--- src/rtl/exp_pkg.sv ---
// Shared definitions for the exponential datapath: widths, Q-format constants,
// saturation value and the reconstruction FSM state encoding.
package exp_pkg;

  localparam int FRAC_W_DEF  = 15;
  localparam int OUT_W_DEF   = 32;
  localparam int Q_FRAC_BITS = 14;
  localparam int I_W         = 5;

  localparam logic [OUT_W_DEF-1:0] SAT_VALUE = {OUT_W_DEF{1'b1}};

  typedef enum logic [1:0] {
    IDLE  = 2'd0,
    SHIFT = 2'd1,
    HOLD  = 2'd2
  } exp_state_e;

  // Fraction-only operands carry no power-of-two scaling.
  function automatic logic [I_W-1:0] shift_amount(input logic [I_W-1:0] i,
                                                  input logic           int_or_fra);
    if (int_or_fra) begin
      shift_amount = i;
    end else begin
      shift_amount = {I_W{1'b0}};
    end
  endfunction

endpackage

--- src/rtl/exp_sat_shl1.sv ---
// Combinational one-bit left shift that clamps to all ones when the MSB would
// be lost; ovf flags that clamp.
module exp_sat_shl1 #(
  parameter int W = 32
) (
  input  logic [W-1:0] data,
  output logic [W-1:0] shifted,
  output logic         ovf
);

  // Saturating shift: an all-ones word stays all ones on every later shift.
  always_comb begin
    shifted = {data[W-2:0], 1'b0};
    ovf     = 1'b0;
    if (data[W-1]) begin
      shifted = {W{1'b1}};
      ovf     = 1'b1;
    end else begin
      ovf     = 1'b0;
    end
  end

endmodule

--- src/rtl/exp_reconstruct.sv ---
// Reconstructs e^x = 2^k * e^r by shifting the e^r mantissa left one bit per
// cycle, saturating to all ones on overflow, with valid/ready on both sides.
module exp_reconstruct
  import exp_pkg::*;
#(
  parameter int FRAC_W = FRAC_W_DEF,
  parameter int OUT_W  = OUT_W_DEF
) (
  input  logic              clk,
  input  logic              rst_n,
  input  logic              in_valid,
  output logic              in_ready,
  input  logic [I_W-1:0]    i,
  input  logic              int_or_fra,
  input  logic [FRAC_W-1:0] frac,
  output logic              out_valid,
  input  logic              out_ready,
  output logic [OUT_W-1:0]  result,
  output logic              sat
);

  exp_state_e         state_r, state_s;
  logic [OUT_W-1:0]   acc_r, acc_s;
  logic [I_W-1:0]     count_r, count_s;
  logic               sat_flag_r, sat_flag_s;
  logic [OUT_W-1:0]   result_r, result_s;
  logic               sat_r, sat_s;
  logic               in_ready_r, out_valid_r;

  logic [OUT_W-1:0]   frac_ext_s;
  logic [I_W-1:0]     k_s;
  logic [OUT_W-1:0]   shl_s;
  logic               shl_ovf_s;

  assign frac_ext_s = {{(OUT_W-FRAC_W){1'b0}}, frac};
  assign k_s        = shift_amount(i, int_or_fra);

  exp_sat_shl1 #(
    .W (OUT_W)
  ) u_shl (
    .data    (acc_r),
    .shifted (shl_s),
    .ovf     (shl_ovf_s)
  );

  // Next-state and datapath update; result/sat only change when HOLD is entered.
  always_comb begin
    state_s    = state_r;
    acc_s      = acc_r;
    count_s    = count_r;
    sat_flag_s = sat_flag_r;
    result_s   = result_r;
    sat_s      = sat_r;
    case (state_r)
      IDLE: begin
        if (in_valid) begin
          acc_s      = frac_ext_s;
          count_s    = k_s;
          sat_flag_s = 1'b0;
          if (k_s != {I_W{1'b0}}) begin
            state_s = SHIFT;
          end else begin
            state_s  = HOLD;
            result_s = frac_ext_s;
            sat_s    = 1'b0;
          end
        end else begin
          state_s = IDLE;
        end
      end
      SHIFT: begin
        acc_s      = shl_s;
        count_s    = count_r - {{(I_W-1){1'b0}}, 1'b1};
        sat_flag_s = sat_flag_r | shl_ovf_s;
        // Leaving on the edge where the count reaches zero.
        if (count_r <= {{(I_W-1){1'b0}}, 1'b1}) begin
          state_s  = HOLD;
          count_s  = {I_W{1'b0}};
          result_s = shl_s;
          sat_s    = sat_flag_r | shl_ovf_s;
        end else begin
          state_s = SHIFT;
        end
      end
      HOLD: begin
        if (out_ready) begin
          state_s = IDLE;
        end else begin
          state_s = HOLD;
        end
      end
      default: begin
        state_s = IDLE;
      end
    endcase
  end

  // State, datapath and output registers; reset aborts any operation in flight.
  always_ff @(posedge clk or negedge rst_n) begin
    if (!rst_n) begin
      state_r     <= IDLE;
      acc_r       <= {OUT_W{1'b0}};
      count_r     <= {I_W{1'b0}};
      sat_flag_r  <= 1'b0;
      result_r    <= {OUT_W{1'b0}};
      sat_r       <= 1'b0;
      in_ready_r  <= 1'b1;
      out_valid_r <= 1'b0;
    end else begin
      state_r     <= state_s;
      acc_r       <= acc_s;
      count_r     <= count_s;
      sat_flag_r  <= sat_flag_s;
      result_r    <= result_s;
      sat_r       <= sat_s;
      in_ready_r  <= (state_s == IDLE);
      out_valid_r <= (state_s == HOLD);
    end
  end

  assign in_ready  = in_ready_r;
  assign out_valid = out_valid_r;
  assign result    = result_r;
  assign sat       = sat_r;

endmodule

--- config.mk ---
export PLATFORM = sky130hd
export DESIGN_NAME = exp_reconstruct
export DESIGN_NICKNAME = d
export VERILOG_FILES = /design/src/rtl/exp_pkg.sv /design/src/rtl/exp_sat_shl1.sv /design/src/rtl/exp_reconstruct.sv
export SDC_FILE = /design/constraint.sdc
export NUM_CORES = 1
export LEC_CHECK = 0
export BUFFER_PORTS_ARGS = -buffer_cell sky130_fd_sc_hd__buf_2
export CAP_MARGIN = 30
export CORE_MARGIN = 5
export CORE_UTILIZATION = 50
export DETAILED_ROUTE_END_ITERATION = 12
export PLACE_DENSITY = 0.73
export SETUP_SLACK_MARGIN = 0.2
export SYNTH_ARGS = -nofsm -noshare
export SYNTH_HDL_FRONTEND = slang
export SYNTH_HIERARCHICAL = 1
export SYNTH_SLANG_ARGS = --single-unit
--- constraint.sdc ---
create_clock -name clk -period 2 [get_ports clk]
set_clock_uncertainty 0.1 [all_clocks]
set_input_delay 0.1 -clock clk [delete_from_list [all_inputs] [get_ports clk]]
set_output_delay 0.1 -clock clk [all_outputs]
set_load 0.05 [all_outputs]
==> flow_summary.yaml, run 1 <==
run_status:
  status: "finished, final reports clean"
synthesis:
  yosys-top-cells-count: "dfrtp_1 (74), nand2_1 (51), a22o_1 (34)"
  synth_fp_nets: 323
  synth_top_area_share: 0.554
  synth_top_area_cell: "dfrtp_1"
  synth_flop_cell: "dfrtp_1"
  seq_area_frac_synth: 0.562
  synth-async-reset-ratio: 1.00
  synth.area.top_cells: "dfrtp_1 (55%), a22o_1 (8.9%), mux2_2 (7.4%), or2_1 (5.8%), nand2_1 (5.7%)"
  synth_edf_count: 0
  synth_seq_cells: 75
  yosysUniqueCellTypes: 33
  synth.avg_cell_area_um2: 11.3
  netlist_area_mm2: 0.00334
  synth_most_common_cell: "dfrtp_1"
  synth_warnings: 6
  syn_inst: 296
setup_path:
  worstPathArrival_ns: 2.00
  path_delay_family: "compound AO/OA/AOI/OAI gates"
  cp-end-kind: "flip-flop"
  cp_cell_sequence: "inv_2, ha_4, o21bai_4, buf_6, and3_4, o21a_4, mux2_4"
  worst-path-max-fanout: 8
  critPathSlowestCell: "dfrtp_1"
  rr_startpoint: "count_r[1]$_DFFE_PN0P_"
  cp.required_ns: 2.12
  timing.critical_path.buf_inv: 2
  worstRegToRegCells: 7
  r2r_end: "result[8]$_DFFE_PN0P_"
  critPathMaxStageDelay_ns: 0.38
  critPathKind: "flip-flop to flip-flop"
  start_kind: "flip-flop"
  r2r_setup_slack_ns: 0.13
power_and_ir_drop:
  combPwrFrac: 0.512
  p_int_uw: 3770
  clkPwrFrac: 0.151
  leakage_uw: 0.00218
  p_switching_uw: 2730
  swShare: 0.420
  seqPwrFrac: 0.338
  power.density_mw_per_mm2: 1560
  irDropWorstVdd_v: 0.00114
  total_power_uw: 6500
die:
  die_h_um: 91.7
  fp.coreArea_mm2: 0.00642
  die_area_mm2: 0.00842
  placementRows: 29
  io_pins: 60
  start_util: 0.520
  die_w_um: 91.7
clock_tree:
  cts.clk_slew.worst_paths_ns: 0.07
  clk_latency_ns: 0.33
  clock_tree.buffer_depth: 2
  cts_tree: "done"
  cts.sinks: 75
  cts_buffers: 9
  h-tree-depth: 3
  cts-root-buf: "clkbuf_8"
placed_design:
  placed_area_mm2: 0.00385
  portBuffers: 59
  place_hpwl_mm: 4.86
  dp.cells: 431
  gp_congestion: 0.879
timing:
  slew_headroom: 0.560
  slew_violations: 0
  tns_ns: 0
  final-setup-viol-count: 0
  max_freq_ghz: 0.534
  hold_viol: 0
  tightest_slew_ns: 0.660
  period_minus_slack_ns: 1.87
  min_period_over_period: 0.936
  grt_setup_unrepaired: "true"
hold_path:
  hp-start: "frac[1]"
  min-delay-path-class: "input pin to flip-flop"
  hold_end: "acc_r[1]$_DFFE_PN0P_"
  whs_path_depth: 4
detailed_routing:
  routed_via_density: 5.46
  first_pass_iters: 4
  wirelength_mm: 7.40
  vias: 2480
  dr.first_iter.drc_count: 146
  ant_nets: 0
  drc: 0
  drt-wirelength-per-cell_um: 16.3
grt:
  grt_pass1_vias: 2649
  grt_pass1_wl_mm: 12.8
  grt_antenna_before_repair: 0
  track_usage: 0.186
  grt_max_degree: 44
  gr-total-overflow: 0
finish:
  fillers: 515
  final_nets: 400
  ff_latch_area_mm2: 0.00188
  multi_input_area_mm2: 0.00145
  final_cells: 454
  drive_above_1_share: 0.361
  final_util: 0.648
  area_growth_pct: 24.6
  fin_area_mm2: 0.00416
  diodes: 0
run:
  drv_cap: 0
stage by stage:
| step | hold slack, ns | worst slack [ns] |
|---|---|---|
| after floorplan | -0.296 | 0.0718 |
| after global placement | 0.0225 | -0.0162 |
| after detailed placement | 0.0212 | -0.0227 |
| after CTS | 0.0000231 | 0.0935 |
| after global routing | 0.00814 | 0.0492 |
| final | 0.00975 | 0.129 |
metal layers:
layer	vias up	wire, µm	track usage
li1	1191	-	-
met1	1213	3290	0.247
met5	-	0	0
met3	8	411	0.0483
met2	68	3640	0.307
met4	0	53	0.0458
final cells by class:
class | count | share of cell area
sequential | 75 | 0.451
multi-input combinational | 193 | 0.348
timing repair buffer | 84 | 0.130
clock buffer | 12 | 0.0349
tap | 77 | 0.0231
inverter | 10 | 0.00902
clock inverter | 3 | 0.00361
worst reg2reg max path, stage by stage, from the launching register on:
cell and delay (ns):
dfrtp_1 0.38, inv_2 0.07, ha_4 0.15, o21bai_4 0.17, buf_6 0.12, and3_4 0.18, o21a_4 0.28, mux2_4 0.31
worst max-delay path by stage:
stage | from | to | slack, ns | depth (start not counted)
floorplan | state_r[0]$_DFF_PN0_ | result[10]$_DFFE_PN0P_ | 0.07 | 5
global placement | count_r[1]$_DFFE_PN0P_ | result[19]$_DFFE_PN0P_ | -0.02 | 6
detailed placement | count_r[1]$_DFFE_PN0P_ | result[1]$_DFFE_PN0P_ | -0.02 | 7
CTS | state_r[0]$_DFF_PN0_ | result[7]$_DFFE_PN0P_ | 0.09 | 4
global route | count_r[3]$_DFFE_PN0P_ | result[4]$_DFFE_PN0P_ | 0.05 | 5
finish | count_r[1]$_DFFE_PN0P_ | result[8]$_DFFE_PN0P_ | 0.13 | 7
placed cells by master, fill, tap and decap left out, types with 2 or more instances in the layout:
master	netlist	final
or2_1	31	31
o21a_4	1	2
clkbuf_8	0	10
buf_12	0	3
inv_1	10	9
mux2_4	0	15
a21oi_1	9	8
a32oi_1	5	5
nor2_1	7	7
dfrtp_1	74	74
buf_6	1	3
clkbuf_1	8	2
a22o_1	34	34
buf_2	6	58
mux2_2	22	15
buf_4	3	17
dlygate4sd3_1	0	3
o22ai_1	3	3
o21ai_0	5	3
clkinv_2	0	3
nand2_1	51	51
o21ai_1	2	3
repair_timing:
action / in CTS / in global routing
gates resized for setup: 14 / 6
gates cloned: 1 / 0
endpoints found under the setup margin: 35 / 40
setup buffers: 4 / 0
hold endpoints to repair: 46 / 0
hold buffers: 3 / 0
pin swaps: 4 / 2
flip-flops by register name, indices dropped and copies added (netlist names):
name,flops
result,32
acc_r,32
in_ready,1
count_r,5
state_r,2
sat,1
sat_flag_r,1
out_valid,1
power groups by stage:
stage	sequential [µW]	combinational [µW]	clock [µW]
floorplan	2880	1540	0
global placement	2190	2990	0
detailed placement	2210	3070	0
CTS	2190	3290	1010
global route	2250	3570	1090
finish	2190	3320	981
logic make-up after synthesis:
family	synth area share
mux	0.101
compound gates	0.149
buf+inv	0.0408
simple gates	0.139
flops	0.562
fa+ha+maj	0.00749
Note: power is estimated with default switching activity, not from simulation.
==> run 2, diff against run 1 <==
- ABC_AREA: unset -> 1
- CORE_UTILIZATION: 50 -> 51
==> run 2 against run 1 <==
Effect of this change:
- largest power group unchanged
- synthesized cell count up 72%
- die area rose by 8.1%
- utilization is 1.5 points lower
- via count up 33%
- cell count grew 52%
- sequential share of layout area shrank 3.8 points
==> flow_summary.yaml, run 2 <==
timing:
  min_period_over_period: 0.846
  tightest_slew_ns: 0.561
  slew_violations: 0
  hold_viol: 0
  final-setup-viol-count: 0
  max_freq_ghz: 0.591
  period_minus_slack_ns: 1.69
  tns_ns: 0
  whs_ns: 0.0413
  slew_headroom: 0.625
  grt_setup_unrepaired: "false"
clock_tree:
  cts.clk_slew.worst_paths_ns: 0.08
  clock_tree.buffer_depth: 2
  h-tree-depth: 3
  cts_tree: "done"
  clk_latency_ns: 0.35
  cts_buffers: 9
  cts-root-buf: "clkbuf_8"
  cts.sinks: 75
setup_path:
  worst-path-max-fanout: 13
  worstPathArrival_ns: 1.84
  start_kind: "flip-flop"
  cp-end-kind: "flip-flop"
  cp.required_ns: 2.15
  r2r_setup_slack_ns: 0.31
  critPathKind: "flip-flop to flip-flop"
power_and_ir_drop:
  total_power_uw: 8870
  irDropWorstVdd_v: 0.00136
  leakage_uw: 0.00271
  power.density_mw_per_mm2: 1950
detailed_routing:
  routed_via_density: 4.79
  vias: 3300
  drc: 0
  dr.first_iter.drc_count: 232
  ant_nets: 0
  drt-wirelength-per-cell_um: 12.4
  first_pass_iters: 5
  wirelength_mm: 8.53
grt:
  gr-total-overflow: 0
  grt_antenna_before_repair: 0
  grt_pass1_wl_mm: 14.5
  grt_pass1_vias: 3196
  track_usage: 0.204
  grt_max_degree: 42
synthesis:
  yosys-top-cells-count: "nand2_1 (232), dfrtp_1 (74), inv_1 (63)"
  synth_flop_cell: "dfrtp_1"
  yosysUniqueCellTypes: 23
  synth.area.top_cells: "dfrtp_1 (50%), nand2_1 (23%), inv_1 (6.4%), nand3_1 (5.3%), nor2_1 (3.2%)"
  netlist_area_mm2: 0.00372
  synth_most_common_cell: "nand2_1"
  syn_inst: 509
  synth-async-reset-ratio: 1.00
  synth_edf_count: 0
  synth.avg_cell_area_um2: 7.30
  seq_area_frac_synth: 0.505
  synth_fp_nets: 536
  synth_top_area_cell: "dfrtp_1"
  synth_seq_cells: 75
  synth_warnings: 6
  synth_top_area_share: 0.498
placed_design:
  gp_congestion: 0.855
  placed_area_mm2: 0.00408
  place_hpwl_mm: 5.53
  portBuffers: 59
die:
  die_area_mm2: 0.00910
  die_h_um: 95.4
  placementRows: 31
  die_w_um: 95.4
  fp.coreArea_mm2: 0.00718
  start_util: 0.518
  io_pins: 60
finish:
  layout_common_cells: "nand2_1 (232), dfrtp_1 (74), inv_1 (63)"
  fin_area_mm2: 0.00454
  fillers: 631
  area_growth_pct: 22.2
  final_common_cell: "nand2_1"
  diodes: 0
  drive_above_1_share: 0.175
  final_nets: 612
hold_path:
  min-delay-path-class: "input pin to flip-flop"
run_status:
  status: "finished, final reports clean"
run:
  drv_cap: 0
run 2: report_power, final:
group          total (µW)  switching, µW  internal [µW]  leakage [µW]
clock                1310            596            711      0.000114
sequential           2690            419           2270      0.000929
combinational        4870           3430           1440       0.00167
total                8870           4440           4430       0.00271
run 2: metal layers:
metal  wire [µm]  share of wire  vias up  global-route usage
li1            -              -     1670                   -
met1        3830           0.45     1512               0.281
met2        4060           0.48      110               0.324
met3         532          0.062        8              0.0418
met4         100          0.012        0              0.0675
met5           0              0        -                   0
run 2: cell families (layout without fill, tap and decap cells):
group,Yosys count,after routing,share of synthesized area
adders and majority gates,2,2,0.00673
DFF,75,75,0.505
AOI/OAI and AO/OA,25,25,0.0343
and+or+nand+nor,314,314,0.341
buffers and inverters,92,173,0.110
xor gates and xnor gates,1,1,0.00236
run 2: final cells by class:
type,instances,area [µm²],share of cell area
Tap cell,99,124,0.0273
Clock buffer,9,124,0.0273
Multi-Input combinational cell,342,1450,0.320
Clock inverter,7,100,0.0220
Inverter,66,248,0.0545
Timing Repair Buffer,91,616,0.135
Sequential cell,75,1880,0.413
run 2: metrics by stage:
stage	util	worst slack (ns)	std cells
floorplan	-	0.554	509
global placement	0.568	0.289	652
detailed placement	0.568	0.195	652
CTS	0.625	0.187	686
global route	0.633	0.199	689
finish	0.633	0.308	689
run 2: path summary, 6_finish.rpt:
kind                                              from  depth (start not counted)                     end
worst max-delay path            count_r[1]$_DFFE_PN0P_                          8   result[3]$_DFFE_PN0P_
worst min-delay path                        int_or_fra                          5  count_r[2]$_DFFE_PN0P_
worst max register to register  count_r[1]$_DFFE_PN0P_                          8   result[3]$_DFFE_PN0P_
worst min register to register  sat_flag_r$_DFFE_PN0P_                          2  sat_flag_r$_DFFE_PN0P_
max in group asynchronous                        rst_n                          3      in_ready$_DFF_PN1_
min in group asynchronous                        rst_n                          2   acc_r[20]$_DFFE_PN0P_
run 2: repair_timing:
action,in CTS,in global routing
setup endpoints to repair,10,55
endpoints found under the hold margin,69,0
pin swaps,0,1
gates resized for setup,0,5
buffers inserted,0,3
hold buffers,18,0
run 2: worst max-delay path: stages, from the launching register on:
cell	delay, ns
dfrtp_1	0.42
inv_1	0.11
ha_1	0.17
nor2_1	0.06
nor2_2	0.16
nand2_4	0.17
buf_4	0.23
nand3_1	0.11
nand2_1	0.06
